--- src/rtl/vc_wormhole_switch_if.sv ---
// Bundle of per-VC input flit lanes and the single registered output lane of the switch.
// A flit moves on a lane in any cycle where its valid and ready are both high. Ready may
// depend on valid in the same cycle. Valid does not depend on ready.
interface vc_wormhole_switch_if #(
    parameter int DATA_W = 32,
    parameter int NUM_VC = 4
);
    localparam int VC_W = (NUM_VC > 1) ? $clog2(NUM_VC) : 1;

    logic [NUM_VC*DATA_W-1:0] vc_data;
    logic [NUM_VC-1:0]        vc_valid;
    logic [NUM_VC-1:0]        vc_head;
    logic [NUM_VC-1:0]        vc_tail;
    logic [NUM_VC-1:0]        vc_ready;
    logic [DATA_W-1:0]        out_data;
    logic                     out_head;
    logic                     out_tail;
    logic [VC_W-1:0]          out_vc;
    logic                     out_valid;
    logic                     out_ready;

    modport slave (
        input  vc_data, vc_valid, vc_head, vc_tail,
        output vc_ready,
        output out_data, out_head, out_tail, out_vc, out_valid,
        input  out_ready
    );

    modport master (
        output vc_data, vc_valid, vc_head, vc_tail,
        input  vc_ready,
        input  out_data, out_head, out_tail, out_vc, out_valid,
        output out_ready
    );
endinterface

--- src/rtl/vc_wormhole_switch.sv ---
// N-VC to one-output wormhole switch stage: arbitrates on head flits, keeps the grant until
// the tail flit, and drives a registered valid/ready output.
module vc_wormhole_switch #(
    parameter int DATA_W   = 32,
    parameter int NUM_VC   = 4,
    parameter int ARB_MODE = 0,
    localparam int VC_W    = (NUM_VC > 1) ? $clog2(NUM_VC) : 1
) (
    input  logic                  clk,
    input  logic                  reset,
    vc_wormhole_switch_if.slave   sw,
    output logic                  err_orphan,
    output logic                  dbg_state
);
    typedef enum logic {IDLE = 1'b0, LOCKED = 1'b1} state_t;

    state_t            state_q, state_d;
    logic [VC_W-1:0]   rr_ptr_q, rr_ptr_d;
    logic [VC_W-1:0]   owner_q, owner_d;
    logic [DATA_W-1:0] out_data_q, out_data_d;
    logic              out_head_q, out_head_d;
    logic              out_tail_q, out_tail_d;
    logic [VC_W-1:0]   out_vc_q, out_vc_d;
    logic              out_valid_q, out_valid_d;
    logic              err_q, err_d;

    logic              can_load;
    logic [NUM_VC-1:0] cand;
    logic [NUM_VC-1:0] ready_c;
    logic [VC_W-1:0]   winner;
    logic [VC_W-1:0]   sel;
    logic              found;
    logic              xfer;
    int                rr_idx;

    function automatic logic [VC_W-1:0] vc_inc(input logic [VC_W-1:0] v);
        return (int'(v) == NUM_VC - 1) ? '0 : v + VC_W'(1);
    endfunction

    always_comb begin
        can_load = !out_valid_q || sw.out_ready;
        cand     = sw.vc_valid & sw.vc_head;
        winner   = '0;
        found    = 1'b0;
        rr_idx   = 0;
        // Scan from the far end so the last hit is the highest-priority candidate.
        if (ARB_MODE == 1) begin
            for (int i = NUM_VC - 1; i >= 0; i--) begin
                if (cand[i]) begin
                    winner = i[VC_W-1:0];
                    found  = 1'b1;
                end
            end
        end else begin
            for (int k = NUM_VC - 1; k >= 0; k--) begin
                rr_idx = int'(rr_ptr_q) + k;
                if (rr_idx >= NUM_VC) rr_idx = rr_idx - NUM_VC;
                if (cand[rr_idx[VC_W-1:0]]) begin
                    winner = rr_idx[VC_W-1:0];
                    found  = 1'b1;
                end
            end
        end

        sel     = (state_q == LOCKED) ? owner_q : winner;
        ready_c = '0;
        if (state_q == LOCKED)
            ready_c[owner_q] = can_load;
        else if (found)
            ready_c[winner] = can_load;
        xfer = |(sw.vc_valid & ready_c);

        state_d     = state_q;
        rr_ptr_d    = rr_ptr_q;
        owner_d     = owner_q;
        out_data_d  = out_data_q;
        out_head_d  = out_head_q;
        out_tail_d  = out_tail_q;
        out_vc_d    = out_vc_q;
        out_valid_d = out_valid_q;
        err_d       = 1'b0;

        // A load in the same cycle as a drain keeps out_valid high.
        if (xfer) begin
            out_data_d  = sw.vc_data[sel*DATA_W +: DATA_W];
            out_head_d  = sw.vc_head[sel];
            out_tail_d  = sw.vc_tail[sel];
            out_vc_d    = sel;
            out_valid_d = 1'b1;
        end else if (sw.out_ready) begin
            out_valid_d = 1'b0;
        end

        case (state_q)
            IDLE: begin
                err_d = |(sw.vc_valid & ~sw.vc_head);
                if (xfer) begin
                    if (sw.vc_tail[winner]) begin
                        rr_ptr_d = vc_inc(winner);
                    end else begin
                        state_d = LOCKED;
                        owner_d = winner;
                    end
                end
            end
            LOCKED: begin
                if (xfer) begin
                    err_d = sw.vc_head[owner_q];
                    if (sw.vc_tail[owner_q]) begin
                        state_d  = IDLE;
                        rr_ptr_d = vc_inc(owner_q);
                    end
                end
            end
            default: state_d = IDLE;
        endcase
    end

    always_ff @(posedge clk or posedge reset) begin
        if (reset) begin
            state_q     <= IDLE;
            rr_ptr_q    <= '0;
            owner_q     <= '0;
            out_data_q  <= '0;
            out_head_q  <= 1'b0;
            out_tail_q  <= 1'b0;
            out_vc_q    <= '0;
            out_valid_q <= 1'b0;
            err_q       <= 1'b0;
        end else begin
            state_q     <= state_d;
            rr_ptr_q    <= rr_ptr_d;
            owner_q     <= owner_d;
            out_data_q  <= out_data_d;
            out_head_q  <= out_head_d;
            out_tail_q  <= out_tail_d;
            out_vc_q    <= out_vc_d;
            out_valid_q <= out_valid_d;
            err_q       <= err_d;
        end
    end

    assign sw.vc_ready  = reset ? '0 : ready_c;
    assign sw.out_data  = out_data_q;
    assign sw.out_head  = out_head_q;
    assign sw.out_tail  = out_tail_q;
    assign sw.out_vc    = out_vc_q;
    assign sw.out_valid = out_valid_q;
    assign err_orphan   = err_q;
    assign dbg_state    = (state_q == LOCKED);
endmodule

--- src/flat_wrapper.sv ---
// flat-port wrapper written by rule: the top's interface ports become plain ports
module vc_wormhole_switch_flat 
#(
    parameter int DATA_W   = 32,
    parameter int NUM_VC   = 4,
    parameter int ARB_MODE = 0,
    localparam int VC_W    = (NUM_VC > 1) ? $clog2(NUM_VC) : 1
)
  (clk, reset, err_orphan, dbg_state, sw_vc_data, sw_vc_valid, sw_vc_head, sw_vc_tail, sw_vc_ready, sw_out_data, sw_out_head, sw_out_tail, sw_out_vc, sw_out_valid, sw_out_ready);
  vc_wormhole_switch_if #(.DATA_W(DATA_W), .NUM_VC(NUM_VC)) sw_i ();
  input  logic clk;
  input  logic reset;
  output logic err_orphan;
  output logic dbg_state;
  input wire logic [$bits(sw_i.vc_data)-1:0] sw_vc_data;
  input wire logic [$bits(sw_i.vc_valid)-1:0] sw_vc_valid;
  input wire logic [$bits(sw_i.vc_head)-1:0] sw_vc_head;
  input wire logic [$bits(sw_i.vc_tail)-1:0] sw_vc_tail;
  output wire logic [$bits(sw_i.vc_ready)-1:0] sw_vc_ready;
  output wire logic [$bits(sw_i.out_data)-1:0] sw_out_data;
  output wire logic [$bits(sw_i.out_head)-1:0] sw_out_head;
  output wire logic [$bits(sw_i.out_tail)-1:0] sw_out_tail;
  output wire logic [$bits(sw_i.out_vc)-1:0] sw_out_vc;
  output wire logic [$bits(sw_i.out_valid)-1:0] sw_out_valid;
  input wire logic [$bits(sw_i.out_ready)-1:0] sw_out_ready;
  assign sw_i.vc_data = sw_vc_data;
  assign sw_i.vc_valid = sw_vc_valid;
  assign sw_i.vc_head = sw_vc_head;
  assign sw_i.vc_tail = sw_vc_tail;
  assign sw_vc_ready = sw_i.vc_ready;
  assign sw_out_data = sw_i.out_data;
  assign sw_out_head = sw_i.out_head;
  assign sw_out_tail = sw_i.out_tail;
  assign sw_out_vc = sw_i.out_vc;
  assign sw_out_valid = sw_i.out_valid;
  assign sw_i.out_ready = sw_out_ready;
  vc_wormhole_switch #(.DATA_W(DATA_W), .NUM_VC(NUM_VC), .ARB_MODE(ARB_MODE)) u_core (.clk(clk), .reset(reset), .sw(sw_i), .err_orphan(err_orphan), .dbg_state(dbg_state));
endmodule
--- config.mk ---
export PLATFORM = sky130hd
export DESIGN_NAME = vc_wormhole_switch_flat
export DESIGN_NICKNAME = d
export VERILOG_FILES = /design/src/rtl/vc_wormhole_switch_if.sv /design/src/rtl/vc_wormhole_switch.sv /design/src/flat_wrapper.sv
export SDC_FILE = /design/constraint.sdc
export NUM_CORES = 1
export LEC_CHECK = 0
export CELL_PAD_IN_SITES_DETAIL_PLACEMENT = 1
export CELL_PAD_IN_SITES_GLOBAL_PLACEMENT = 2
export CORE_ASPECT_RATIO = 0.8
export CORE_MARGIN = 4
export CORE_UTILIZATION = 23
export DETAILED_ROUTE_END_ITERATION = 8
export HOLD_SLACK_MARGIN = 0.1
export PLACE_DENSITY_LB_ADDON = 0.1
export SLEW_MARGIN = 20
export SYNTH_ARGS = -nofsm -noshare
export SYNTH_HDL_FRONTEND = slang
export SYNTH_SLANG_ARGS = --single-unit
--- constraint.sdc ---
create_clock -name clk -period 7.5 [get_ports clk]
set_clock_uncertainty 0.2 [all_clocks]
set_input_delay 1.5 -clock clk [delete_from_list [all_inputs] [get_ports clk]]
set_output_delay 1.5 -clock clk [all_outputs]
set_load 0.02 [all_outputs]
Word-level counts from Yosys, hierarchy flattened --
Index checks and enable logic that the tools add are counted.
Operators by class: add/subtract/negate cells 9, multipliers 0, div/mod/pow operators 0, magnitude comparators 13, equality and inequality tests 6, shifts and indexed selects 1, multiplexer cells 54, bitwise operators 8, reduce and logical (&&, ||, !) cells 9
Operator list (number):
- $shiftx 128x8->32 | 1
- $mux 2 | 15
- $mux 1 | 22
- $lt 2x3->1 const B | 7
- $and 4x4->4 | 5
- $bmux 1 s2 | 9
- $mux 4 | 3
- $ge 3x3->1 const B | 3
- $reduce_or 4->1 | 2
- $sub 2x1->2 const B | 4
- $add 2x2->3 const B | 2
- $add 2x1->2 const B | 2
- $demux 1 s2 | 2
- $eq 2x1->1 const B | 2
- $ge 2x1->1 const B | 2
- $ne 2x1->1 const B | 2
- $ne 2x2->1 const B | 2
- $not 4->4 | 1
- $pmux 1 s2 | 2
- $pmux 2 s2 | 1
- $reduce_and 4->1 | 1
- $add 2x1->3 const B | 1
- $ge 2x3->1 const B | 1
- $reduce_and 3->1 | 1
- other kinds (5) | 7
Word-level totals: flip-flop bits (word level) 43, bits in latches 0, memory bits (writable) 0, memory bits (read-only) 0, input bits 143, output and inout bits 43, word-level logic and storage cells 109, memories 0

Longest topological paths before layout --
Gate-level depths: netlist (run 1).
word-level depth 20, gate-level depth with buffers 12, mapped depth without buffers 10

Worst setup path before layout (run 1) --
Ideal clock, no wire load.
path kind input to output, from input sw_vc_valid[1], to output sw_vc_ready[2], arrival 2.953 ns, data required time 5.800 ns, slack 2.847 ns, cell stages on the path 7, buffers on the path 1, path through and2_1 -> nor3_1 -> o21ai_1 -> inv_1 -> nand4_1 -> clkbuf_1 -> a21oi_1
On the way: longest elaborated chain between the ends 15, elaborated cells on any way between the ends 26, classes of those cells order compare (2); mux (21); bitwise (2); reduce/logical (1)
RTL lines:
- start: declaration | line flat_wrapper.sv:16 | input wire logic [$bits(sw_i.vc_valid)-1:0] sw_vc_valid;
- $and 4x4->4 (*) | line vc_wormhole_switch.sv:42 | cand = sw.vc_valid & sw.vc_head;
- $bmux 1 s2 | line vc_wormhole_switch.sv:58 | if (cand[rr_idx[VC_W-1:0]]) begin
- $mux 1 (not written as such) | line vc_wormhole_switch.sv:58
- $mux 2 (4 in series) | line vc_wormhole_switch.sv:58
- $lt 2x3->1 (not written as such) or $ge 2x1->1 (tied branches) | line vc_wormhole_switch.sv:70 | ready_c[winner] = can_load;
- $logic_and 1x1->1 (not written as such) | line vc_wormhole_switch.sv:70
- $mux 1 (not written as such) | line vc_wormhole_switch.sv:70
- $demux 1 s2
- $and 4x4->4 (no line)
- $mux 4 (*) | line vc_wormhole_switch.sv:69 | else if (found)
- $mux 4 (*) | line vc_wormhole_switch.sv:67 | if (state_q == LOCKED)
- $mux 4 (*) | line vc_wormhole_switch.sv:143 | assign sw.vc_ready = reset ? '0 : ready_c;
- end: declaration | line flat_wrapper.sv:19 | output wire logic [$bits(sw_i.vc_ready)-1:0] sw_vc_ready;
Mark *: on every way between the ends. The rest lies on a longest branch, timed or not. The select of a mux whose other input is x is not followed.

Worst setup path after layout (run 1) --
from input sw_vc_valid[0], to output sw_vc_ready[3]
The elaborated chain is that of the path after synthesis.

==> impl_metrics.py, run 1 <==
metrics = {
    "sta": {
        "fin_hold_ws_ns": 0.310,
        "setup_viol": 0,
        "final.setup.tns_ns": 0,
        "fin_crit_ns": 5.84,
        "slew_violations": 0,
        "finalHoldViolations": 0,
        "max_freq_mhz": 171,
        "rsz0062_at_grt": "no",
        "tightestPinTransition_ns": 1.06,
        "period_share": 0.779,
        "relSlewSlack": 0.287,
    },
    "pwr": {
        "vdd_drop_max_v": 0.000177,
        "p_leak_uw": 0.00239,
        "switching_share": 0.477,
        "power.density_nw_per_um2": 402,
        "switchingPower_uw": 1100,
        "power_frac_clock": 0.091,
        "p_int_uw": 1210,
        "sequentialPowerShare": 0.196,
        "p_comb_frac": 0.713,
    },
    "yosys": {
        "synth_edf_count": 0,
        "syn_nets": 599,
        "synth_area_per_cell_sq_um": 7.86,
        "synth_cells": 451,
        "synth_seq_area_share": 0.303,
        "synth_cell_types": 56,
        "synth_top_cell_by_area": "dfrtp_1",
        "ys.flop_type": "dfrtp_1",
        "synth.top_cell.area_share": 0.303,
        "synth_area_leaders": "dfrtp_1 (30%), o211ai_1 (14%), o21ai_0 (9.6%), inv_1 (7.7%), a31o_2 (7.4%)",
        "synth-seq-cells": 43,
        "synth_area_sq_um": 3550,
        "synthArstFlopShare": 1.00,
        "yosysWarnings": 0,
    },
    "route": {
        "drt_iter0_drc": 201,
        "vias_per_cell": 5.06,
        "vias": 4143,
        "drc": 0,
        "routedWlPerCell_microns": 20.1,
        "drt_wl_total_mm": 16.5,
        "final_antenna_net_count": 0,
        "drt_first_pass_iters": 4,
    },
    "global_routing": {
        "grt_overflow": 0,
        "grt_start_max_net_pins": 67,
        "grt_usage": 0.185,
        "antenna_found_initial": 0,
        "grt_pass1_vias": 4567,
        "grt_pass1_wl_mm": 26.1,
    },
    "clocking": {
        "cts_hold_buf": 0,
        "h-tree-depth": 2,
        "cts_num_sinks": 43,
        "clkTransAtPathRegs_ns": 0.06,
        "cts_root_buffer": "clkbuf_16",
        "cts_resized": 0,
        "tritoncts": "done",
        "clk_path_buf_depth": 2,
        "cts_buffers": 5,
        "worstSkewPairLatency_ns": 0.28,
        "postCtsSetupRepairBufs": 0,
    },
    "die": {
        "pin_count": 186,
        "die-area_sq_um": 17500,
        "die_w_microns": 147,
        "die_h_microns": 119,
        "core_area_sq_um": 15100,
        "core.rowCount": 40,
        "initial_utilization": 0.235,
    },
    "place": {
        "port_buffers": 185,
        "place.gp.congestion": 0.908,
        "hpwlAfterDp_mm": 11.5,
    },
    "critical_path": {
        "critPathLaunchType": "primary input",
        "path_max_fanout": 5,
        "end_kind": "output port",
        "worstPathRequired_ns": 5.80,
        "arrival_ns": 4.14,
        "critPathKind": "in -> out",
    },
    "flow_run": {
        "maxCapViolations": 0,
    },
    "cells_and_area": {
        "area_growth_syn_to_layout_pct": 61.8,
        "layout-drive-gt1-share": 0.0952,
        "final_common_cell": "clkdlybuf4s50_1",
        "nets": 758,
        "mostFrequentLayoutCells": "clkdlybuf4s50_1 (185), inv_1 (72), o21ai_0 (68)",
        "n_antenna_cell": 0,
    },
    "run_status": {
        "status": "finished clean",
    },
    "worst_hold_path": {
        "hold_class": "reg -> reg",
    },
}
[power groups by stage]
stage | Clock, uW | Sequential, uW | Combinational, uW
6_report | 210 | 452 | 1650
5_1_grt | 229 | 469 | 1800
4_1_cts | 217 | 454 | 1670
3_5_place_dp | 0 | 457 | 1670
3_3_place_gp | 0 | 452 | 1630
2_1_floorplan | 0 | 552 | 910
[per-stage QoR]
stage / util / total power, uW / instances / cell area, sq um / setup WS, ns
after detailed placement: 0.372 / 2120 / 813 / 5610 / 1.69
after floorplan: - / 1460 / 451 / 3550 / 2.85
final: 0.381 / 2310 / 819 / 5740 / 1.66
after CTS: 0.381 / 2340 / 819 / 5730 / 1.65
after global placement: 0.370 / 2080 / 812 / 5580 / 1.71
after global routing: 0.381 / 2500 / 819 / 5740 / 1.45
[final timing paths]
| kind | startpoint | to | slack (ns) | depth (start not counted) |
|---|---|---|---|---|
| max in group asynchronous | reset | u_core.sw.out_head$_DFFE_PP0P_ | 5.01 | 2 |
| max | sw_vc_valid[0] | sw_vc_ready[3] | 1.66 | 9 |
| max reg2reg | u_core.rr_ptr_q[1]$_DFFE_PP0P_ | u_core.owner_q[0]$_DFFE_PP0P_ | 3.94 | 8 |
| min in group asynchronous | reset | u_core.sw.out_valid$_DFFE_PP0P_ | 1.57 | 2 |
| min reg2reg | u_core.sw.out_vc[1]$_DFFE_PP0P_ | u_core.sw.out_vc[1]$_DFFE_PP0P_ | 0.31 | 1 |
| min | u_core.sw.out_vc[1]$_DFFE_PP0P_ | u_core.sw.out_vc[1]$_DFFE_PP0P_ | 0.31 | 1 |
[critical path: stages]
cell and delay (ns):
clkdlybuf4s50_1 0.58, and3_1 0.24, nor3_1 0.07, o21ai_1 0.49, inv_1 0.18, ha_1 0.27, a22oi_1 0.19, nor2_1 0.06
clkdlybuf4s50_1 0.54
[cell usage after synthesis, drive strengths merged (3+ instances only)]
cell type  count
a21oi          8
a22oi          4
a31o          33
and2           5
and3          37
buf            8
clkbuf        31
dfrtp         43
ha             5
inv           74
mux2           4
nand2         15
nand3          3
nor2           5
nor3           3
o211ai        67
o21ai         70
o22ai          3
[cells by family after synthesis]
| kind of cell | count (synthesis) | synth area share |
|---|---|---|
| compound gates | 200 | 0.386 |
| fa+ha+maj | 5 | 0.0176 |
| buf+inv | 114 | 0.127 |
| flops | 43 | 0.303 |
| mux | 7 | 0.0293 |
| simple gates | 82 | 0.137 |
[registers in the layout, summed over array words and instances (netlist names)]
name / cells
u_core.err_orphan: 1
u_core.sw.out_tail: 1
u_core.sw.out_head: 1
u_core.sw.out_valid: 1
u_core.owner_q: 2
u_core.sw.out_data: 32
u_core.rr_ptr_q: 2
u_core.dbg_state: 1
u_core.sw.out_vc: 2
[routing by layer]
metal	track usage	vias to the layer above	share of wire
li1	-	1967	-
met1	0.242	2038	0.45
met2	0.305	130	0.46
met3	0.0624	8	0.078
met4	0.0253	0	0.0077
met5	0	-	0
[layout make-up]
type / count / area (sq um)
clock buffer: 6 / 129
fill: 1768 / 9330
inverter: 75 / 283
multi-input combinational: 294 / 2070
sequential: 43 / 1080
tap: 210 / 263
timing repair buffer: 191 / 1920
Power figures use the tool's default switching activity.
==> run 2: changes to the inputs <==
- CORE_UTILIZATION: 23 -> 19
- clock period: 7.5 -> 5.1 ns (I/O delays scaled with it)
==> run 2 against run 1 <==
Register-to-register slack worse by 2.2 ns. Cell count up 6.1%. Utilization down 6.1 points. Sequential cell count unchanged. Largest power group unchanged. Combinational power up 48%. Cell area up 1.6%. Total power up 48%. Die area up 20%.
==> impl_metrics.py, run 2 (synthesis results as in run 1) <==
metrics = {
    "route": {
        "drt_first_pass_iters": 4,
        "routedWlPerCell_microns": 18.8,
        "final_antenna_net_count": 0,
        "drt_wl_total_mm": 16.4,
        "drt_iter0_drc": 140,
        "vias_per_cell": 4.70,
        "drc": 0,
        "vias": 4085,
    },
    "die": {
        "core_area_sq_um": 18200,
        "core.rowCount": 44,
        "die_h_microns": 130,
        "pin_count": 186,
        "die_w_microns": 161,
        "initial_utilization": 0.195,
        "die-area_sq_um": 20900,
    },
    "critical_path": {
        "path_max_fanout": 8,
        "cp_top_family": "buffers and inverters",
        "critPathKind": "in -> out",
        "critPathMaxStageDelay_ns": 0.64,
        "worst-path-buf-inv": 3,
        "crit_chain": "clkdlybuf4s50_1, nand2_2, o311ai_0, nand2b_1, inv_2, ha_1, a22oi_1, nor2_1, clkdlybuf4s50_1",
        "critPathLaunchType": "primary input",
        "cpMaxStageDelayCell": "clkdlybuf4s50_1",
        "end_kind": "output port",
        "timing.critical_path.mode_cell": "clkdlybuf4s50_1",
        "worstPathRequired_ns": 3.88,
        "arrival_ns": 3.66,
    },
    "clocking": {
        "cts_num_sinks": 43,
        "cts_buffers": 5,
        "clk_path_buf_depth": 2,
        "worstSkewPairLatency_ns": 0.28,
        "h-tree-depth": 2,
        "cts_root_buffer": "clkbuf_16",
        "cts_hold_buf": 0,
        "postCtsSetupRepairBufs": 0,
        "tritoncts": "done",
        "clkTransAtPathRegs_ns": 0.06,
        "cts_resized": 0,
    },
    "sta": {
        "fin_hold_ws_ns": 0.313,
        "period_share": 0.957,
        "relSlewSlack": 0.442,
        "final.setup.tns_ns": 0,
        "max_freq_mhz": 205,
        "slew_violations": 0,
        "rsz0062_at_grt": "no",
        "finalHoldViolations": 0,
        "fin_crit_ns": 4.88,
        "tightestPinTransition_ns": 0.836,
        "setup_viol": 0,
    },
    "place": {
        "place.gp.congestion": 0.854,
        "port_buffers": 185,
        "hpwlAfterDp_mm": 11.9,
    },
    "pwr": {
        "switchingPower_uw": 1620,
        "p_comb_frac": 0.714,
        "power_frac_clock": 0.092,
        "p_int_uw": 1800,
        "p_leak_uw": 0.00242,
        "vdd_drop_max_v": 0.000185,
        "power.density_nw_per_um2": 586,
        "sequentialPowerShare": 0.193,
        "switching_share": 0.474,
    },
    "global_routing": {
        "grt_pass1_wl_mm": 25.6,
        "grt_use_met1": 0.209,
        "grt_use_met3": 0.0568,
        "busiest_layer": "met2",
        "antenna_found_initial": 1,
        "grt_overflow": 0,
        "grt_usage": 0.153,
        "grt_use_met2": 0.239,
        "grt_start_max_net_pins": 67,
        "grt_pass1_vias": 4354,
    },
    "cells_and_area": {
        "nets": 763,
        "area_growth_syn_to_layout_pct": 64.4,
        "regArea_sq_um": 1080,
        "n_antenna_cell": 0,
        "final_common_cell": "clkdlybuf4s50_1",
        "multi_input_area_sq_um": 2070,
        "layout-drive-gt1-share": 0.104,
        "fill_cells": 2132,
        "mostFrequentLayoutCells": "clkdlybuf4s50_1 (185), inv_1 (72), o21ai_0 (68)",
        "largest_reg_flops": 32,
    },
    "worst_hold_path": {
        "hold_class": "reg -> reg",
    },
    "run_status": {
        "status": "finished clean",
    },
    "flow_run": {
        "maxCapViolations": 0,
    },
}
run 2: worst paths after layout:
check,start,end,slack (ns),depth (start not counted)
hold / removal,u_core.sw.out_vc[1]$_DFFE_PP0P_,u_core.sw.out_vc[1]$_DFFE_PP0P_,0.31,1
max in group asynchronous,reset,u_core.sw.out_data[22]$_DFFE_PP0P_,3.07,2
min in group asynchronous,reset,u_core.sw.out_valid$_DFFE_PP0P_,1.13,2
setup reg to reg,u_core.rr_ptr_q[1]$_DFFE_PP0P_,u_core.sw.out_data[8]$_DFFE_PP0P_,1.73,11
setup / recovery,sw_vc_head[2],sw_vc_ready[3],0.22,9
hold reg to reg,u_core.sw.out_vc[1]$_DFFE_PP0P_,u_core.sw.out_vc[1]$_DFFE_PP0P_,0.31,1
run 2: routing by layer:
metal | part of all wire | wire length, microns
met1 | 0.46 | 7540
met2 | 0.45 | 7300
met3 | 0.084 | 1380
met4 | 0.0073 | 119
met5 | 0.00079 | 13
run 2: cell type report:
cell class                      count  area share
Multi-Input combinational cell    294       0.355
Timing Repair Buffer              196       0.334
Sequential cell                    43       0.185
Tap cell                          253      0.0543
Inverter                           75      0.0485
Clock buffer                        7      0.0228
Clock inverter                      1    0.000859
run 2: power by group through the flow:
stage	registers [uW]	logic, uW	clock network [uW]
detailed placement	668	2490	0
floorplan	812	1340	0
global route	686	2690	348
finish	660	2440	315
CTS	663	2500	332
global placement	662	2480	0
run 2: through the flow:
stage                     utilization  instance area (sq um)  power (uW)  instances  setup slack (ns)
final                           0.320                   5830        3410        869             0.220
after floorplan                     -                   3550        2150        451              1.41
after global routing            0.320                   5830        3720        869           0.00516
after global placement          0.312                   5690        3150        861             0.277
after detailed placement        0.312                   5690        3160        861             0.228
after CTS                       0.320                   5830        3500        869             0.206
run 2: worst register-to-register path: stages, from the launching register on:
cell and delay (ns):
dfrtp_1 0.46, nand4bb_1 0.32, o311ai_0 0.14, nand2b_1 0.37
inv_2 0.17, ha_1 0.26, nand2_1 0.09, o32ai_1 0.13
a21oi_4 0.17, nand2_2 0.35, buf_4 0.38, a31o_2 0.22
==> run 3: changes to the inputs <==
- TNS_END_PERCENT: default -> 100
==> results of run 3 <==
Final layout, timing and power as in run 2 (identical DEF).
